<file path="config.mk">
export PLATFORM = sky130hd
export DESIGN_NAME = cms_trace_gate_flat
export DESIGN_NICKNAME = d
export VERILOG_FILES = /design/src/rtl/cms_trace_gate_pkg.sv /design/src/rtl/cms_trace_gate_if.sv /design/src/rtl/cms_window_match.sv /design/src/rtl/edge_detector.sv /design/src/rtl/cms_trace_gate.sv /design/src/flat_wrapper.sv
export SDC_FILE = /design/constraint.sdc
export NUM_CORES = 2
export LEC_CHECK = 0
export CELL_PAD_IN_SITES_DETAIL_PLACEMENT = 1
export CELL_PAD_IN_SITES_GLOBAL_PLACEMENT = 2
export CORE_MARGIN = 2
export CORE_UTILIZATION = 39
export DETAILED_ROUTE_END_ITERATION = 12
export MAX_ROUTING_LAYER = met4
export PLACE_DENSITY = 0.86
export SKIP_CTS_REPAIR_TIMING = 1
export SLEW_MARGIN = 10
export SYNTH_ARGS = -nofsm -noshare
export SYNTH_HDL_FRONTEND = slang
export SYNTH_SLANG_ARGS = --single-unit
</file>
<file path="constraint.sdc">
create_clock -name clk -period 11.7 [get_ports clk]
set_input_delay 3.51 -clock clk [delete_from_list [all_inputs] [get_ports clk]]
set_output_delay 3.51 -clock clk [all_outputs]
set_load 0.02 [all_outputs]
</file>
<file path="src/rtl/cms_trace_gate_pkg.sv">
// cms_trace_gate shared types: register map, gate states, CTRL bits.
// Imported by the trace gate top and its interface users.
package cms_trace_gate_pkg;

  typedef enum logic [3:0] {
    ADDR_CTRL       = 4'd0,
    ADDR_DECIM      = 4'd1,
    ADDR_INDEX      = 4'd2,
    ADDR_RANGE_LO   = 4'd3,
    ADDR_RANGE_HI   = 4'd4,
    ADDR_RANGE_EN   = 4'd5,
    ADDR_TRIG_START = 4'd6,
    ADDR_TRIG_END   = 4'd7,
    ADDR_TRIG_EN    = 4'd8
  } cms_gate_addr_t;

  typedef enum logic [1:0] {
    ST_IDLE    = 2'd0,
    ST_ARMED   = 2'd1,
    ST_TRACING = 2'd2,
    ST_STOPPED = 2'd3
  } cms_gate_state_t;

  localparam int CTRL_ARM  = 0;
  localparam int CTRL_CONT = 1;
  localparam int CTRL_CLR  = 2;

  localparam int TRIG_EN_START = 0;
  localparam int TRIG_EN_END   = 1;

endpackage

</file>
<file path="src/rtl/cms_trace_gate_if.sv">
// Qualified-packet stream between the trace gate and the stream packer.
// Master drives the packet, slave returns ready.
interface cms_trace_gate_if #(
  parameter int XLEN        = 64,
  parameter int INSTR_WIDTH = 32,
  parameter int TS_WIDTH    = 32
);

  logic                   valid;
  logic                   ready;
  logic [XLEN-1:0]        pc;
  logic [INSTR_WIDTH-1:0] instr;
  logic [TS_WIDTH-1:0]    delta;

  modport master (
    output valid,
    output pc,
    output instr,
    output delta,
    input  ready
  );

  modport slave (
    input  valid,
    input  pc,
    input  instr,
    input  delta,
    output ready
  );

endinterface

</file>
<file path="src/rtl/cms_window_match.sv">
// Per-slot compare of the retiring pc against address windows and
// start/end trigger addresses; hits are already masked by slot enables.
module cms_window_match #(
  parameter int XLEN         = 64,
  parameter int NUM_RANGES   = 4,
  parameter int NUM_TRIGGERS = 2
) (
  input  logic [XLEN-1:0]                   pc,
  input  logic [NUM_RANGES-1:0][XLEN-1:0]   lo,
  input  logic [NUM_RANGES-1:0][XLEN-1:0]   hi,
  input  logic [NUM_RANGES-1:0]             range_en,
  input  logic [NUM_TRIGGERS-1:0][XLEN-1:0] start_addr,
  input  logic [NUM_TRIGGERS-1:0][XLEN-1:0] end_addr,
  input  logic [NUM_TRIGGERS-1:0]           start_en,
  input  logic [NUM_TRIGGERS-1:0]           end_en,
  output logic [NUM_RANGES-1:0]             range_hit,
  output logic [NUM_TRIGGERS-1:0]           start_hit,
  output logic [NUM_TRIGGERS-1:0]           end_hit
);

  always_comb begin
    range_hit = '0;
    for (int i = 0; i < NUM_RANGES; i++) begin
      range_hit[i] = range_en[i]
                   & (pc >= lo[i])
                   & (pc <= hi[i]);
    end
  end

  always_comb begin
    start_hit = '0;
    end_hit   = '0;
    for (int i = 0; i < NUM_TRIGGERS; i++) begin
      start_hit[i] = start_en[i] & (pc == start_addr[i]);
      end_hit[i]   = end_en[i] & (pc == end_addr[i]);
    end
  end

endmodule

</file>
<file path="src/rtl/edge_detector.sv">
// Rising-edge detector; pulse is combinational in the cycle the input
// first goes high, so a strobe acts without added latency.
module edge_detector (
  input  logic clk,
  input  logic rst_n,
  input  logic d,
  output logic rise
);

  logic d_q;

  always_ff @(posedge clk) begin
    if (!rst_n) begin
      d_q <= 1'b0;
    end else begin
      d_q <= d;
    end
  end

  assign rise = d & ~d_q;

endmodule

</file>
<file path="src/rtl/cms_trace_gate.sv">
// Trace qualifier: windows + start/end triggers gate the retire stream,
// with decimation, a 1-entry output register and a drop counter.
module cms_trace_gate
  import cms_trace_gate_pkg::*;
#(
  parameter int XLEN         = 64,
  parameter int INSTR_WIDTH  = 32,
  parameter int NUM_RANGES   = 4,
  parameter int NUM_TRIGGERS = 2,
  parameter int TS_WIDTH     = 32,
  parameter int DECIM_WIDTH  = 16,
  parameter int DROP_WIDTH   = 32,
  parameter int CTRL_WRITE_ENABLE_POSEDGE_TRIGGERED = 1
) (
  input  logic                   clk,
  input  logic                   rst_n,
  input  logic [XLEN-1:0]        pc,
  input  logic [INSTR_WIDTH-1:0] instr,
  input  logic                   pc_valid,
  input  logic                   en,
  input  logic [3:0]             ctrl_addr,
  input  logic [XLEN-1:0]        ctrl_wdata,
  input  logic                   ctrl_write_enable,
  cms_trace_gate_if.master       out,
  output logic [DROP_WIDTH-1:0]  dropped_count,
  output logic [1:0]             gate_state
);

  cms_gate_state_t state;
  cms_gate_state_t state_n;

  logic                             cont_q;
  logic [DECIM_WIDTH-1:0]           decim_q;
  logic [3:0]                       index_q;
  logic [NUM_RANGES-1:0][XLEN-1:0]  lo_q;
  logic [NUM_RANGES-1:0][XLEN-1:0]  hi_q;
  logic [NUM_RANGES-1:0]            ren_q;
  logic [NUM_TRIGGERS-1:0][XLEN-1:0] tstart_q;
  logic [NUM_TRIGGERS-1:0][XLEN-1:0] tend_q;
  logic [NUM_TRIGGERS-1:0]          sen_q;
  logic [NUM_TRIGGERS-1:0]          een_q;

  logic [DECIM_WIDTH-1:0] dec_cnt;
  logic [DECIM_WIDTH-1:0] cnt_eff;
  logic [DECIM_WIDTH-1:0] cnt_n;
  logic [TS_WIDTH-1:0]    ts_q;
  logic [TS_WIDTH-1:0]    last_q;

  logic                    wr;
  logic                    ctrl_wr;
  logic                    arm;
  logic                    disarm;
  logic [NUM_RANGES-1:0]   range_hit;
  logic [NUM_TRIGGERS-1:0] start_hit;
  logic [NUM_TRIGGERS-1:0] end_hit;
  logic                    start_any;
  logic                    end_any;
  logic                    window_ok;
  logic                    trig_fire;
  logic                    qual;
  logic                    capture;
  logic                    load;
  logic                    drop;

  if (CTRL_WRITE_ENABLE_POSEDGE_TRIGGERED != 0) begin : g_edge
    edge_detector u_we (
      .clk   (clk),
      .rst_n (rst_n),
      .d     (ctrl_write_enable),
      .rise  (wr)
    );
  end else begin : g_level
    assign wr = ctrl_write_enable;
  end

  assign ctrl_wr = wr & (ctrl_addr == ADDR_CTRL);
  assign arm     = ctrl_wdata[CTRL_ARM];
  assign disarm  = ctrl_wr & ~arm;

  cms_window_match #(
    .XLEN         (XLEN),
    .NUM_RANGES   (NUM_RANGES),
    .NUM_TRIGGERS (NUM_TRIGGERS)
  ) u_match (
    .pc         (pc),
    .lo         (lo_q),
    .hi         (hi_q),
    .range_en   (ren_q),
    .start_addr (tstart_q),
    .end_addr   (tend_q),
    .start_en   (sen_q),
    .end_en     (een_q),
    .range_hit  (range_hit),
    .start_hit  (start_hit),
    .end_hit    (end_hit)
  );

  assign start_any = |start_hit;
  assign end_any   = |end_hit;
  assign window_ok = (ren_q == '0) | (|range_hit);

  // With no start trigger enabled, ARMED falls through on its own.
  assign trig_fire = (state == ST_ARMED)
                   & ((sen_q == '0) | (pc_valid & start_any));

  always_comb begin
    state_n = state;
    unique case (state)
      ST_IDLE: ;
      ST_ARMED: begin
        if (trig_fire) begin
          state_n = (pc_valid & end_any) ? ST_STOPPED : ST_TRACING;
        end
      end
      ST_TRACING: begin
        if (pc_valid & end_any) state_n = ST_STOPPED;
      end
      ST_STOPPED: begin
        if (cont_q) state_n = ST_ARMED;
      end
      default: state_n = ST_IDLE;
    endcase
    if (ctrl_wr) begin
      if (!arm) begin
        state_n = ST_IDLE;
      end else if (state == ST_IDLE || state == ST_STOPPED) begin
        state_n = ST_ARMED;
      end
    end
  end

  always_comb begin
    qual = en & pc_valid & window_ok & ~disarm
         & ((state == ST_TRACING) | ((state == ST_ARMED) & start_any));
    cnt_eff = trig_fire ? '0 : dec_cnt;
    capture = qual & (cnt_eff == decim_q);
    cnt_n   = cnt_eff;
    if (qual) cnt_n = capture ? '0 : cnt_eff + 1'b1;
    load = capture & (~out.valid | out.ready);
    drop = capture & ~load;
  end

  always_ff @(posedge clk) begin
    if (!rst_n) begin
      state   <= ST_IDLE;
      dec_cnt <= '0;
      ts_q    <= '0;
    end else begin
      state   <= state_n;
      dec_cnt <= cnt_n;
      ts_q    <= ts_q + 1'b1;
    end
  end

  always_ff @(posedge clk) begin
    if (!rst_n) begin
      out.valid     <= 1'b0;
      out.pc        <= '0;
      out.instr     <= '0;
      out.delta     <= '0;
      last_q        <= '0;
      dropped_count <= '0;
    end else begin
      if (load) begin
        out.valid <= 1'b1;
        out.pc    <= pc;
        out.instr <= instr;
        out.delta <= ts_q - last_q;
        last_q    <= ts_q;
      end else if (out.ready) begin
        out.valid <= 1'b0;
      end
      if (ctrl_wr && ctrl_wdata[CTRL_CLR]) begin
        dropped_count <= '0;
      end else if (drop && dropped_count != '1) begin
        dropped_count <= dropped_count + 1'b1;
      end
    end
  end

  // Slot writes index through INDEX; out-of-range indices match no slot.
  always_ff @(posedge clk) begin
    if (!rst_n) begin
      cont_q   <= 1'b0;
      decim_q  <= '0;
      index_q  <= '0;
      lo_q     <= '0;
      hi_q     <= '1;
      ren_q    <= '0;
      tstart_q <= '0;
      tend_q   <= '0;
      sen_q    <= '0;
      een_q    <= '0;
    end else if (wr) begin
      case (ctrl_addr)
        ADDR_CTRL:  cont_q  <= ctrl_wdata[CTRL_CONT];
        ADDR_DECIM: decim_q <= ctrl_wdata[DECIM_WIDTH-1:0];
        ADDR_INDEX: index_q <= ctrl_wdata[3:0];
        ADDR_RANGE_LO: begin
          for (int i = 0; i < NUM_RANGES; i++)
            if (index_q == 4'(i)) lo_q[i] <= ctrl_wdata;
        end
        ADDR_RANGE_HI: begin
          for (int i = 0; i < NUM_RANGES; i++)
            if (index_q == 4'(i)) hi_q[i] <= ctrl_wdata;
        end
        ADDR_RANGE_EN: begin
          for (int i = 0; i < NUM_RANGES; i++)
            if (index_q == 4'(i)) ren_q[i] <= ctrl_wdata[0];
        end
        ADDR_TRIG_START: begin
          for (int i = 0; i < NUM_TRIGGERS; i++)
            if (index_q == 4'(i)) tstart_q[i] <= ctrl_wdata;
        end
        ADDR_TRIG_END: begin
          for (int i = 0; i < NUM_TRIGGERS; i++)
            if (index_q == 4'(i)) tend_q[i] <= ctrl_wdata;
        end
        ADDR_TRIG_EN: begin
          for (int i = 0; i < NUM_TRIGGERS; i++) begin
            if (index_q == 4'(i)) begin
              sen_q[i] <= ctrl_wdata[TRIG_EN_START];
              een_q[i] <= ctrl_wdata[TRIG_EN_END];
            end
          end
        end
        default: ;
      endcase
    end
  end

  assign gate_state = state;

endmodule

</file>
<file path="src/flat_wrapper.sv">
// flat-port wrapper written by rule: the top's interface ports become plain ports
module cms_trace_gate_flat import cms_trace_gate_pkg::*;
#(
  parameter int XLEN         = 64,
  parameter int INSTR_WIDTH  = 32,
  parameter int NUM_RANGES   = 4,
  parameter int NUM_TRIGGERS = 2,
  parameter int TS_WIDTH     = 32,
  parameter int DECIM_WIDTH  = 16,
  parameter int DROP_WIDTH   = 32,
  parameter int CTRL_WRITE_ENABLE_POSEDGE_TRIGGERED = 1
)
  (clk, rst_n, pc, instr, pc_valid, en, ctrl_addr, ctrl_wdata, ctrl_write_enable, dropped_count, gate_state, out_valid, out_pc, out_instr, out_delta, out_ready);
  cms_trace_gate_if #(.XLEN(XLEN), .INSTR_WIDTH(INSTR_WIDTH), .TS_WIDTH(TS_WIDTH)) out_i ();
  input  logic clk;
  input  logic rst_n;
  input  logic [XLEN-1:0] pc;
  input  logic [INSTR_WIDTH-1:0] instr;
  input  logic pc_valid;
  input  logic en;
  input  logic [3:0] ctrl_addr;
  input  logic [XLEN-1:0] ctrl_wdata;
  input  logic ctrl_write_enable;
  output logic [DROP_WIDTH-1:0] dropped_count;
  output logic [1:0] gate_state;
  output wire logic [$bits(out_i.valid)-1:0] out_valid;
  output wire logic [$bits(out_i.pc)-1:0] out_pc;
  output wire logic [$bits(out_i.instr)-1:0] out_instr;
  output wire logic [$bits(out_i.delta)-1:0] out_delta;
  input wire logic [$bits(out_i.ready)-1:0] out_ready;
  assign out_valid = out_i.valid;
  assign out_pc = out_i.pc;
  assign out_instr = out_i.instr;
  assign out_delta = out_i.delta;
  assign out_i.ready = out_ready;
  cms_trace_gate #(.XLEN(XLEN), .INSTR_WIDTH(INSTR_WIDTH), .NUM_RANGES(NUM_RANGES), .NUM_TRIGGERS(NUM_TRIGGERS), .TS_WIDTH(TS_WIDTH), .DECIM_WIDTH(DECIM_WIDTH), .DROP_WIDTH(DROP_WIDTH), .CTRL_WRITE_ENABLE_POSEDGE_TRIGGERED(CTRL_WRITE_ENABLE_POSEDGE_TRIGGERED)) u_core (.clk(clk), .rst_n(rst_n), .pc(pc), .instr(instr), .pc_valid(pc_valid), .en(en), .ctrl_addr(ctrl_addr), .ctrl_wdata(ctrl_wdata), .ctrl_write_enable(ctrl_write_enable), .out(out_i), .dropped_count(dropped_count), .gate_state(gate_state));
endmodule
</file>
==> flow_summary_export.csv <==
group,metric,value,unit
outcome,status,"complete, but fails checks",
outcome,failed_checks,"max-capacitance violations",
synthesis,syn_area_per_cell,7.85,um2
synthesis,synth_flop_cell,"dfxtp_1",
worst_setup_path,crit_arrival,10.47,ns
floorplanning,die_area,146000,um2
drt,vias,51400,
timing,fin_skew,0.0356,ns
timing,setup_viol,0,
drt,routed_wirelength,216,mm
worst_setup_path,reg2reg_to,"u_core.out.pc[0]$_SDFFE_PN0P_",
job,drv_cap,2,
worst_setup_path,path_common_cell,"buf_4",
timing,tightestPinTransition,1.46,ns
cts,cts_root_buf,"clkbuf_16",
grt,grt_first_pass_wirelength,325,mm
final_layout,filler_cell_count,17100,
drt,drc,0,
timing,maxSlewHeadroom,0.0161,
cts,cts_made_buffers,121,
drt,post_drt_wl_per_cell,23.5,um
synthesis,synthCells,7091,
timing,setup_tns,0,ns
synthesis,syn_area,55700,um2
timing,rsz0062_at_grt,"no",
cts,worstSkewPairLatency,0.77,ns
cts,cts_tree,"yes",
grt,antenna_found_initial,15,
min_path,min_path_type,"reg -> reg",
final_layout,nets,7936,
final_layout,multiInputGateArea,30800,um2
synthesis,ys_top_cells_by_area,"dfxtp_1 (37%), ha_1 (12%), nand2_1 (12%)",
cts,cts.path.max_buffers,3,
worst_setup_path,required,12.37,ns
timing,max_freq,102,MHz
worst_setup_path,crit_fanout,25,
timing,hold_violations,0,
worst_setup_path,cp_cell_sequence,"clkdlybuf4s50_1 > buf_4 > ha_1 > nand4_1 > nor4_1 > nand2_1 > nor4_1 > a31o_2 > a21oi_1 > nor3_1 > a2111oi_4 > buf_4 > or2_1 > nor3_2 > buf_12 > buf_4 > mux2i_1",
worst_setup_path,slowest_stage,"nor4_1",
pwr,peakVddDrop,0.110,mV
timing,period_share,0.838,
synthesis,synth-seq-cells,1041,
floorplanning,start_util,0.393,
final_layout,drive_above_1_share,0.0481,
pwr,powerDensity,128,nW/um2
floorplanning,fp.dieW,382,um
synthesis,ys.warnings.count,0,
grt,grt_pass1_vias,51600,
worst_setup_path,critPathLaunch,"pc[38]",
worst_setup_path,worstSetupStartpointType,"input port",
final_layout,fin_area,64700,um2
final_layout,area_delta_synth_final,16.3,%
placement,port_buffers,332,
synthesis,synthArstFlopShare,0,
worst_setup_path,endpoint,"u_core.out.pc[0]$_SDFFE_PN0P_",
synthesis,ys_seq_area_frac,0.374,
final_layout,regArea,20800,um2
grt,grt_usage,0.299,
synthesis,synth_top_area_cell,"dfxtp_1",
cts,cts.sinks,1041,
placement,placed_area,60600,um2
drt,drt_pass1_iterations,6,
timing,drv_slew,0,
drt,vias_per_cell,5.58,
synthesis,synth.net_count,7812,
drt,ant_nets,0,
cts,ctsHtreeMaxLevel,3,
synthesis,netlist_top_cells_count,"nand2_1 (1823), dfxtp_1 (1041), a21oi_1 (767)",
synthesis,synth_edf_count,0,
worst_setup_path,cp_slowest_stage_delay,1.20,ns
floorplanning,io_pins,333,
floorplanning,rows,138,
cts,path_clk_slew,0.06,ns
worst_setup_path,path_class,"in -> reg",
pwr,p_leak,25.4,nW
synthesis,ys_types,79,
worst_setup_path,end_kind,"register",
grt,overflow,0,
timing,finalWorstPathRequiredPeriod,9.80,ns
synthesis,synth_top_area_frac,0.374,
drt,drt_iter0_drc,3295,
worst_setup_path,r2r_cells,16,
worst_setup_path,ff2ff_setup_slack,5.66,ns
floorplanning,fp.dieH,382,um
placement,gp_congestion,0.989,
worst_setup_path,r2r_start,"u_core.hi_q[174]$_SDFFE_PN1P_",
synthesis,synth.most_common_cell,"nand2_1",
floorplanning,core,142000,um2
placement,dpl.hpwl,150,mm
grt,grt_max_degree,228,
[worst min path at each step]
| stage | from | to | slack, ns | cells after the start |
|---|---|---|---|---|
| global placement | u_core.out.pc[3]$_SDFFE_PN0P_ | u_core.out.pc[3]$_SDFFE_PN0P_ | 0.44 | 2 |
| detailed placement | u_core.lo_q[32]$_SDFFE_PN0P_ | u_core.lo_q[32]$_SDFFE_PN0P_ | 0.45 | 2 |
| global route | u_core.lo_q[32]$_SDFFE_PN0P_ | u_core.lo_q[32]$_SDFFE_PN0P_ | 0.47 | 2 |
| floorplan | u_core.een_q[0]$_SDFFE_PN0P_ | u_core.een_q[0]$_SDFFE_PN0P_ | 0.43 | 2 |
| finish | u_core.lo_q[38]$_SDFFE_PN0P_ | u_core.lo_q[38]$_SDFFE_PN0P_ | 0.45 | 2 |
| CTS | u_core.lo_q[32]$_SDFFE_PN0P_ | u_core.lo_q[32]$_SDFFE_PN0P_ | 0.45 | 2 |
[report_power, final]
group / total (mW) / internal, mW / switching (mW)
clock network: 3.93 / 2.29 / 1.64
registers: 3.59 / 3.57 / 0.0161
logic: 0.786 / 0.253 / 0.532
[cell families (layout without fill, tap and decap cells)]
group | count (synthesis) | in the layout | synth area share
multiplexers | 182 | 182 | 0.0327
AO/OA/AOI/OAI | 1437 | 1437 | 0.157
flip-flops | 1041 | 1041 | 0.374
XOR/XNOR | 253 | 253 | 0.0398
other | 0 | 13 | 0
AND/OR/NAND/NOR | 2553 | 2553 | 0.197
buffers and inverters | 1074 | 1298 | 0.0750
adder cells (fa/ha/maj) | 551 | 551 | 0.124
[registers in the layout, summed over array words and instances (netlist names)]
name,count
u_core.hi_q,256
u_core.lo_q,256
u_core.tend_q,128
u_core.tstart_q,128
u_core.out.pc,64
u_core.dropped_count,32
u_core.last_q,32
u_core.out.delta,32
u_core.out.instr,32
u_core.ts_q,32
u_core.dec_cnt,16
u_core.decim_q,16
u_core.index_q,4
u_core.ren_q,4
u_core.een_q,2
u_core.gate_state,2
u_core.sen_q,2
u_core.cont_q,1
u_core.g_edge.u_we.d_q,1
u_core.out.valid,1
[through the flow]
stage	total power, mW	setup WS (ns)	hold slack (ns)	util	cells
2_1_floorplan	4.06	4.63	0.433	-	7091
3_3_place_gp	4.42	1.37	0.441	0.428	8982
3_5_place_dp	4.44	1.36	0.447	0.428	8982
4_1_cts	8.36	2.15	0.454	0.457	9205
5_1_grt	8.57	1.83	0.468	0.457	9217
6_report	8.30	1.90	0.453	0.457	9218
[layout make-up]
type,count,area share
multi-input combinational,4976,0.476
sequential,1041,0.322
timing repair buffer,453,0.0666
clock buffer,185,0.0553
tap,1890,0.0365
inverter,622,0.0362
clock inverter,38,0.00731
antenna,13,0.000503
[critical path: cells and delay by family]
family	cells	cell delay, ns
multiplexers	1	0.25
adder cells (fa/ha/maj)	1	0.32
AND/OR/NAND/NOR	7	3.40
AO/OA/AOI/OAI	3	0.62
buffers and inverters	5	2.29
[layout by cell type, fill, tap and decap left out, types with 46 or more instances in the layout]
cell / instances
a21o_1: 61
a21oi_1: 767
buf_4: 115
clkbuf_16: 122
clkdlybuf4s50_1: 331
dfxtp_1: 1041
ha_1: 550
inv_1: 621
mux2i_1: 182
nand2_1: 1817
nand2b_1: 50
nand3_1: 111
nand4_1: 147
nor2_1: 138
nor3_1: 46
nor4_1: 59
o211ai_1: 266
o21ai_0: 115
xnor2_1: 116
xor2_1: 137
[metal layers]
metal	track usage	vias up	part of all wire	routed length, um
met1	0.381	25700	0.44	96000
li1	-	24200	-	-
met3	0.0454	335	0.054	11700
met4	0.104	0	0.038	8250
met2	0.479	1266	0.46	100000
met5	-	-	0	0
(Power assumes the default switching activity.)
